File: config.mk
export PLATFORM = sky130hd
export DESIGN_NAME = instruction_fetch_unit
export DESIGN_NICKNAME = d
export VERILOG_FILES = /design/src/rtl/instruction_fetch_unit.sv
export SDC_FILE = /design/constraint.sdc
export NUM_CORES = 1
export LEC_CHECK = 0
export CAP_MARGIN = 20
export CORE_MARGIN = 2
export CORE_UTILIZATION = 51
export DETAILED_ROUTE_END_ITERATION = 10
export GPL_TIMING_DRIVEN = 0
export PLACE_DENSITY = 0.9
export SETUP_SLACK_MARGIN = 0.2
export SYNTH_ARGS = -nofsm -noshare
export SYNTH_HDL_FRONTEND = slang
export SYNTH_SLANG_ARGS = --single-unit
File: constraint.sdc
create_clock -name clk -period 5.1 [get_ports clk]
set_input_delay 1.02 -clock clk [delete_from_list [all_inputs] [get_ports clk]]
set_output_delay 1.02 -clock clk [all_outputs]
set_load 0.03 [all_outputs]
File: src/rtl/instruction_fetch_unit.sv
// instruction_fetch_unit: fetch stage sitting directly behind program_counter.
// It issues in-order instruction-memory reads at the current pc, tags each read with
// its pc, and buffers returned words in a small FIFO for decode. Credits cover both
// buffered words and reads still in flight, so a returning word always has a slot.
// Redirects (pc_src) flush the FIFO and mark every in-flight read as stale.
// Optional feature: define IFU_PERF_COUNTERS_EN to add fetch_count/stall_count outputs.
module instruction_fetch_unit #(
  parameter int XLEN       = 32,
  parameter int FIFO_DEPTH = 2
) (
  input  logic            clk,
  input  logic            reset,
`ifdef IFU_PERF_COUNTERS_EN
  output logic [31:0]     fetch_count,
  output logic [31:0]     stall_count,
`endif
  input  logic [XLEN-1:0] pc,
  input  logic            pc_src,
  output logic            pc_advance,
  output logic            imem_req_valid,
  input  logic            imem_req_ready,
  output logic [XLEN-1:0] imem_req_addr,
  input  logic            imem_rsp_valid,
  input  logic [XLEN-1:0] imem_rsp_data,
  output logic            instr_valid,
  input  logic            instr_ready,
  output logic [XLEN-1:0] instr,
  output logic [XLEN-1:0] instr_pc
);

  localparam int PW = $clog2(FIFO_DEPTH);
  localparam int CW = $clog2(FIFO_DEPTH) + 1;
  localparam logic [CW-1:0] DEPTH_C = CW'(FIFO_DEPTH);

  // Output FIFO storage: instruction word plus the pc it was fetched from.
  logic [XLEN-1:0] fifo_data [FIFO_DEPTH];
  logic [XLEN-1:0] fifo_pc   [FIFO_DEPTH];
  logic [PW-1:0]   fifo_rd;
  logic [PW-1:0]   fifo_wr;
  logic [CW-1:0]   fifo_count;

  // Tag queue: pcs of live (non-stale) reads, in issue order.
  logic [XLEN-1:0] tag_mem [FIFO_DEPTH];
  logic [PW-1:0]   tag_rd;
  logic [PW-1:0]   tag_wr;

  // outstanding counts every read in flight; drop_cnt is how many of those are stale.
  logic [CW-1:0]   outstanding;
  logic [CW-1:0]   drop_cnt;

  logic [CW:0]     occupancy;
  logic            credit_avail;
  logic            accept;
  logic            rsp_live;
  logic            push;
  logic            pop;

  // Request, credit and handshake decode; everything here is purely combinational.
  always_comb begin
    occupancy      = {1'b0, fifo_count} + {1'b0, outstanding};
    credit_avail   = occupancy < {1'b0, DEPTH_C};
    imem_req_valid = !reset && !pc_src && credit_avail;
    imem_req_addr  = pc;
    accept         = imem_req_valid && imem_req_ready;
    pc_advance     = !reset && (accept || pc_src);
    rsp_live       = imem_rsp_valid && (drop_cnt == '0);
    push           = !reset && !pc_src && rsp_live;
    instr_valid    = !reset && (fifo_count != '0);
    pop            = instr_valid && instr_ready;
    instr          = instr_valid ? fifo_data[fifo_rd] : '0;
    instr_pc       = instr_valid ? fifo_pc[fifo_rd]   : '0;
  end

  // FIFO pointers and occupancy; a redirect empties the FIFO on the next edge.
  always_ff @(posedge clk) begin
    if (reset || pc_src) begin
      fifo_rd    <= '0;
      fifo_wr    <= '0;
      fifo_count <= '0;
    end else begin
      if (push) fifo_wr <= fifo_wr + 1'b1;
      if (pop)  fifo_rd <= fifo_rd + 1'b1;
      fifo_count <= fifo_count + CW'(push) - CW'(pop);
    end
  end

  // FIFO payload write; the returned word is paired with the tag at the queue head.
  always_ff @(posedge clk) begin
    if (push) begin
      fifo_data[fifo_wr] <= imem_rsp_data;
      fifo_pc[fifo_wr]   <= tag_mem[tag_rd];
    end
  end

  // Tag queue pointers; stale tags are simply forgotten on a redirect.
  always_ff @(posedge clk) begin
    if (reset || pc_src) begin
      tag_rd <= '0;
      tag_wr <= '0;
    end else begin
      if (accept)   tag_wr <= tag_wr + 1'b1;
      if (rsp_live) tag_rd <= tag_rd + 1'b1;
    end
  end

  // Tag payload write: remember the pc of each accepted read.
  always_ff @(posedge clk) begin
    if (accept) tag_mem[tag_wr] <= pc;
  end

  // In-flight bookkeeping; on a redirect every read still out after this cycle is stale.
  always_ff @(posedge clk) begin
    if (reset) begin
      outstanding <= '0;
      drop_cnt    <= '0;
    end else begin
      outstanding <= outstanding + CW'(accept) - CW'(imem_rsp_valid);
      if (pc_src)
        drop_cnt <= outstanding - CW'(imem_rsp_valid);
      else if (imem_rsp_valid && (drop_cnt != '0))
        drop_cnt <= drop_cnt - 1'b1;
    end
  end

`ifdef IFU_PERF_COUNTERS_EN
  // Performance counters: words handed to decode, and cycles decode had nothing.
  always_ff @(posedge clk) begin
    if (reset) begin
      fetch_count <= '0;
      stall_count <= '0;
    end else begin
      if (pop)          fetch_count <= fetch_count + 32'd1;
      if (!instr_valid) stall_count <= stall_count + 32'd1;
    end
  end
`endif

`ifndef SYNTHESIS
  // Memory must never return a word that was not requested.
  assert property (@(posedge clk) disable iff (reset) imem_rsp_valid |-> (outstanding != '0));
  // Credits must keep the FIFO from overflowing.
  assert property (@(posedge clk) disable iff (reset) push |-> ((fifo_count != DEPTH_C) || pop));
`endif

endmodule

==> qor.csv, run 1 <==
stage;metric;value;unit
run_status;outcome;completed;
detailed_routing;initial DRC count;242;
setup_path;CP delay by family, top;buffers and inverters;
die;Initial Util;52.6;%
setup_path;worst setup path class;in -> out;
sta;Final Hold Fails;0;
die;Die Wd;130;um
placement;Placer Congestion;0.738;
yosys;Async SR Flop Fraction;0;%
detailed_routing;first-pass detailed-route iteration total;4;
clock_network;Root Buffer;clkbuf_16;
min_path;worst min path class;reg -> reg;
power_and_ir_drop;Power Density;328;nW/um^2
global_route;global-route wire length before repair;22.4;mm
power_and_ir_drop;Pleak;3.53;nW
detailed_routing;vias per cell;4.96;
layout;Filler cells;1014;
global_route;largest net degree at the start of global routing;35;
sta;Setup TNS;0;ns
sta;Slew HR;33.2;%
yosys;syn_nets;548;
clock_network;clk_lat worst skew;0.48;ns
detailed_routing;Routed WL;14.8;mm
setup_path;crit path capture type;primary output;
layout;most frequent cells in the layout;edfxtp_1, clkdlybuf4s50_1, nor2_1;
setup_path;Critical Path AT;3.02;ns
clock_network;clk slew on worst S/H paths;0.06;ns
detailed_routing;DRC errors left;0;
sta;Achievable Freq;247;MHz
die;Core Region;15300;um^2
sta;Final WS setup;1.06;ns
die;row count;45;
sta;Final Setup Violations;0;
yosys;synthesized cell area;8050;um^2
placement;worst slack, placed;1.05;ns
sta;final period utilization;79.3;%
yosys;Syn Area/Cell;17.1;um^2
sta;Slew @ Worst Pin;0.999;ns
yosys;Yosys reg bits;204;
global_route;initial antenna violation count;0;
die;die area;16800;um^2
detailed_routing;Routed Antenna Nets;0;
layout;Layout Cell Area excl Fill;10600;um^2
clock_network;Post-CTS Setup Inserts;0;
placement;dpl hpwl;10.1;mm
detailed_routing;Routed WL per cell;16.8;um
clock_network;CTS Hold Bufs;0;
global_route;vias in the first global route;4541;
yosys;share of the synthesized area in the top cell type;71.6;%
placement;cell total after placement;851;
layout;area grow syn2layout;32.0;%
die;die height;130;um
layout;layout cells sized above 1;17.4;%
sta;max-slew violations;0;
layout;Non-Filler Instances;883;
die;num ports;169;
yosys;Syn Inst Count;471;
power_and_ir_drop;Peak VDD IR;216;uV
layout;commonest non-fill, non-tap cell in the layout;edfxtp_1;
sta;clk_skew;0.00739;ns
clock_network;CTS sink count;204;
detailed_routing;vias post-DR;4378;
job;max_cap viols;0;
setup_path;max incr delay on CP;0.70;ns
yosys;Synth Flop Type;edfxtp_1;
clock_network;CTS tree;yes;
setup_path;critical path launch point type;primary input;
clock_network;Clock Tree Buf Depth;3;
setup_path;worst path cell trace;clkdlybuf4s50_1, buf_4, o21bai_4, buf_6, buf_6, nor2_1, clkdlybuf4s50_1;
clock_network;Post-CTS Resized;0;
clock_network;H-tree depth;1;
clock_network;Inserted Clock Buffers;21;
yosys;top post-synthesis cells by area;edfxtp_1, mux2i_1, mux2_2;
yosys;Yosys warning total;0;
placement;port buffer count;167;
yosys;post-synthesis sequential area ratio;74.6;%
layout;area occupied by multi-input gates;1650;um^2
yosys;top cell type by total area after synthesis;edfxtp_1;
global_route;GRT Total Usage;17.2;%
placement;Post-Place Cell Area;10000;um^2
layout;end-of-flow core utilization;69.4;%
setup_path;slowest cell on the critical path;clkdlybuf4s50_1;
layout;Diodes inserted;0;
layout;FF+latch area;6010;um^2
setup_path;WP buf/inv;5;
yosys;synth unique cells;33;
yosys;Post-synth EDFFs;192;
setup_path;Max FO, Critical Path;10;
setup_path;Critical Path RT;4.08;ns
sta;RSZ-0062 raised after global routing;false;
global_route;GRT overflow;0;
sta;Final min period;4.04;ns
layout;Final #Nets;740;
[logic make-up (layout without fill, tap and decap cells)]
family                     Yosys count  count (layout)  share of synthesized area [%]
buffers and inverters               59             260                           5.22
adders and majority gates            7               7                           1.18
xor gates and xnor gates             8               8                          0.871
and+or+nand+nor                     88              88                           4.79
AOI/OAI and AO/OA                    8               8                          0.762
muxes                               97              97                           12.6
DFF                                204             204                           74.6
[stage by stage]
stage,total power [W],hold WS [ns]
2_1_floorplan,0.00208,0.446
3_3_place_gp,0.00220,0.459
3_5_place_dp,0.00221,0.469
4_1_cts,0.00353,0.484
5_1_grt,0.00361,0.512
6_report,0.00349,0.487
[path summary, 6_finish.rpt]
check / from / end / slack (ns) / cells after the start
worst max register to register: fifo_count[0] / tag_mem[0][27] / 2.47 / 5
worst min register to register: fifo_rd / register / 0.49 / 2
worst max-delay path: reset / instr_pc[30] / 1.06 / 7
worst min-delay path: fifo_rd / register / 0.49 / 2
[worst min-delay path: stages (launching register included)]
cell and delay, ns:
dfxtp_1 0.32, nand2_1 0.07, o21ai_1 0.05
[power by group]
part           internal, W  total [W]  leakage [nW]  switching, W
clock             0.000745    0.00131         0.285      0.000564
combinational     0.000143   0.000283          1.41      0.000140
sequential         0.00188    0.00189          1.84     0.0000145
[synth_stat cells, types with 2 or more instances]
cell      count
and2_1        3
nand2_1       3
o21ai_1       2
mux2_1        2
a211oi_1      2
mux2i_1      65
buf_2         9
buf_4        34
ha_1          6
nor2_1       70
buf_6         8
dfxtp_1      12
nor3_1        3
a21oi_1       2
xor2_1        2
mux2_2       30
inv_1         6
edfxtp_1    192
xnor2_1       6
[layer usage]
| metal | GRT usage (%) | part of all wire (%) | vias to the layer above |
|---|---|---|---|
| met3 | 3.06 | 5.7 | 26 |
| met4 | 4.68 | 1.6 | 0 |
| met2 | 32.0 | 53 | 145 |
| met5 | 0 | 0 | - |
| li1 | - | - | 2087 |
| met1 | 20.4 | 40 | 2120 |
[area by class of cell]
class,instances,share of cell area (%)
Inverter,7,0.247
Tap cell,211,2.49
Clock inverter,8,0.365
Multi-Input combinational cell,208,15.5
Timing Repair Buffer,169,16.1
Buffer,52,3.71
Clock buffer,24,5.05
Sequential cell,204,56.5
[sequential cells by signal, indices dropped and copies added, names as in the netlist, named ones only]
| name | flops |
|---|---|
| outstanding | 2 |
| drop_cnt | 2 |
| tag_rd | 1 |
| fifo_wr | 1 |
| fifo_pc | 64 |
| tag_mem | 64 |
| fifo_data | 64 |
| fifo_count | 2 |
| fifo_rd | 1 |
| tag_wr | 1 |
(Power assumes the default switching activity.)
==> run 2: changes to the inputs <==
--- a/config.mk
+++ b/config.mk
@@ -7,10 +7,10 @@
 export LEC_CHECK = 0
 export CAP_MARGIN = 20
 export CORE_MARGIN = 2
-export CORE_UTILIZATION = 51
+export CORE_UTILIZATION = 46
 export DETAILED_ROUTE_END_ITERATION = 10
 export GPL_TIMING_DRIVEN = 0
-export PLACE_DENSITY = 0.9
+export PLACE_DENSITY = 0.86
 export SETUP_SLACK_MARGIN = 0.2
 export SYNTH_ARGS = -nofsm -noshare
 export SYNTH_HDL_FRONTEND = slang
==> constraint.sdc (replaced) <==
create_clock -name clk -period 3.3 [get_ports clk]
set_input_delay 0.66 -clock clk [delete_from_list [all_inputs] [get_ports clk]]
set_output_delay 0.66 -clock clk [all_outputs]
set_load 0.03 [all_outputs]
==> qor.csv, run 2 (synthesis gave the netlist of run 1 again) <==
stage;metric;value;unit;change
detailed_routing;initial DRC count;135;;-44%
clock_network;Root Buffer;clkbuf_16;;
setup_path;crit path capture type;primary output;;
global_route;global-route wire length before repair;22.8;mm;+1.7%
die;num ports;169;;unchanged
min_path;worst min path class;in -> reg;;
die;die area;18600;um^2;+11%
clock_network;H-tree depth;1;;unchanged
clock_network;Inserted Clock Buffers;21;;unchanged
sta;Final min period;3.03;ns;
global_route;largest net degree at the start of global routing;33;;-5.7%
power_and_ir_drop;Power Density;532;nW/um^2;+62%
layout;largest registers;fifo_data x64, fifo_pc x64, tag_mem x64;;
layout;Layout Cell Area excl Fill;10700;um^2;+0.65%
layout;most frequent cells in the layout;edfxtp_1, clkdlybuf4s50_1, nor2_1;;
placement;Placer Congestion;0.736;;-0.26%
job;max_cap viols;0;;unchanged
setup_path;R2R setup slack;0.70;ns;-1.77 ns
clock_network;Clock Tree Buf Depth;3;;unchanged
placement;worst slack, placed;-0.0612;ns;-1.11 ns
detailed_routing;vias per cell;4.81;;-2.9%
detailed_routing;Routed Antenna Nets;0;;unchanged
sta;Setup TNS;0;ns;unchanged
placement;port buffer count;167;;unchanged
setup_path;Critical Path AT;2.37;ns;-0.65 ns
run_status;outcome;completed;;
die;Die Wd;136;um;+5.1%
clock_network;CTS sink count;204;;unchanged
die;Initial Util;46.9;%;-5.7 points
setup_path;worst setup path class;in -> out;;
global_route;vias in the first global route;4488;;-1.2%
setup_path;Reg2Reg Depth;5;;unchanged
setup_path;critical path launch point type;primary input;;
min_path;hold depth;2;;unchanged
setup_path;Max FO, Critical Path;10;;unchanged
global_route;GRT Total Usage;15.8;%;-1.3 points
min_path;Hold Startpoint;pc_src;;
min_path;Worst Hold Path EP;fifo_wr;;
layout;area grow syn2layout;32.8;%;
setup_path;reg2reg end;tag_mem[0][17];;
sta;Achievable Freq;330;MHz;
layout;Non-Filler Instances;902;;+2.2%
sta;Final Hold Fails;0;;unchanged
detailed_routing;DRC errors left;0;;unchanged
layout;commonest non-fill, non-tap cell in the layout;edfxtp_1;;
global_route;GRT overflow;0;;unchanged
clock_network;clk slew on worst S/H paths;0.05;ns;about the same
sta;Final Setup Violations;0;;unchanged
setup_path;reg2reg start;fifo_count[0];;
setup_path;Critical Path RT;2.64;ns;-1.44 ns
power_and_ir_drop;Peak VDD IR;330;uV;+53%
clock_network;CTS tree;yes;;
placement;dpl hpwl;10.2;mm;+0.69%
detailed_routing;Routed WL per cell;16.5;um;-1.6%
die;die height;136;um;+5.1%
clock_network;clk_lat worst skew;0.49;ns;about the same
die;Core Region;17200;um^2;+12%
sta;final period utilization;91.8;%;
sta;Slew @ Worst Pin;0.994;ns;-0.00526 ns
sta;max-slew violations;0;;unchanged
clock_network;CTS Hold Bufs;0;;unchanged
sta;Fin Hold WS;0.402;ns;-0.0850 ns
sta;RSZ-0062 raised after global routing;false;;
layout;layout cells sized above 1;19.6;%;+2.2 points
detailed_routing;first-pass detailed-route iteration total;4;;unchanged
power_and_ir_drop;Pleak;3.84;nW;+8.9%
sta;Final WS setup;0.271;ns;-0.786 ns
detailed_routing;Routed WL;14.9;mm;+0.49%
die;row count;48;;+6.7%
layout;Final #Nets;742;;+0.27%
layout;Diodes inserted;0;;unchanged
detailed_routing;vias post-DR;4341;;-0.85%
placement;Post-Place Cell Area;10100;um^2;+0.72%
global_route;initial antenna violation count;0;;unchanged
placement;cell total after placement;867;;+1.9%
sta;clk_skew;0.00807;ns;+0.000680 ns
sta;Slew HR;33.6;%;+0.35 points
## run 2: changes by cell type in the layout (fill, tap and decap cells not counted), sizes merged
| cell | before | now |
|---|---|---|
| clkinv | 7 | 6 |
| dlygate4sd2 | 0 | 47 |
| bufinv | 0 | 3 |
| clkinvlp | 0 | 2 |
| clkdlybuf4s15 | 0 | 10 |
| clkdlybuf4s50 | 167 | 101 |
| buf | 53 | 55 |
| clkbuf | 25 | 33 |
## run 2: final cells by class
type	instances	area, um^2
plain buffers	52	394
multi-input cells	208	1650
flip-flops and latches	204	6010
inverters	7	26.3
repair buffers	171	1660
well taps	225	282
clock inverters	12	143
fillers	1246	6480
clock buffers	23	533
## run 2: worst max-delay path, stage by stage
cell	delay (ns)
clkdlybuf4s50_1	0.46
buf_4	0.20
o21bai_4	0.18
buf_6	0.17
buf_6	0.15
nor2_1	0.13
dlygate4sd2_1	0.42
## run 2: how the worst max path moves through the flow
stage	startpoint	endpoint	slack, ns	cells after the start
floorplan	reset	fifo_data[1][0]	-0.03	4
global placement	reset	fifo_pc[0][17]	-1.56	5
detailed placement	reset	fifo_data[0][14]	-0.06	7
CTS	fifo_count[0]	pc_advance	0.1	6
global route	reset	instr_pc[28]	0.20	7
finish	reset	instr_pc[27]	0.27	7
## run 2: stage by stage
stage	power [W]	utilization, %
final	0.00568	62.2
after global routing	0.00587	62.2
after CTS	0.00574	62.4
after detailed placement	0.00342	58.9
after global placement	0.00340	58.3
after floorplan	0.00321	-
## run 2: power by group
part	internal, W	switching [W]	leakage, nW	total, W
clock	0.00140	0.000924	0.326	0.00232
sequential	0.00290	0.0000223	1.84	0.00293
combinational	0.000218	0.000215	1.68	0.000433
total	0.00452	0.00116	3.84	0.00568
## run 2: what timing repair did
action / in CTS / in global routing
buffers inserted: 0 / 0
endpoints found under the setup margin: 66 / 19
gates resized for setup: 66 / 28
pin swaps: 0 / 1
hold endpoints to repair: 0 / 0
gates cloned: 0 / 0
## run 2: layer usage
metal | vias to the layer above | routed length, um | global-route usage, %
met5 | - | 0 | 0
met4 | 0 | 272 | 4.17
met3 | 23 | 970 | 3.21
met2 | 153 | 7580 | 28.2
met1 | 2075 | 6070 | 19.7
li1 | 2090 | - | -
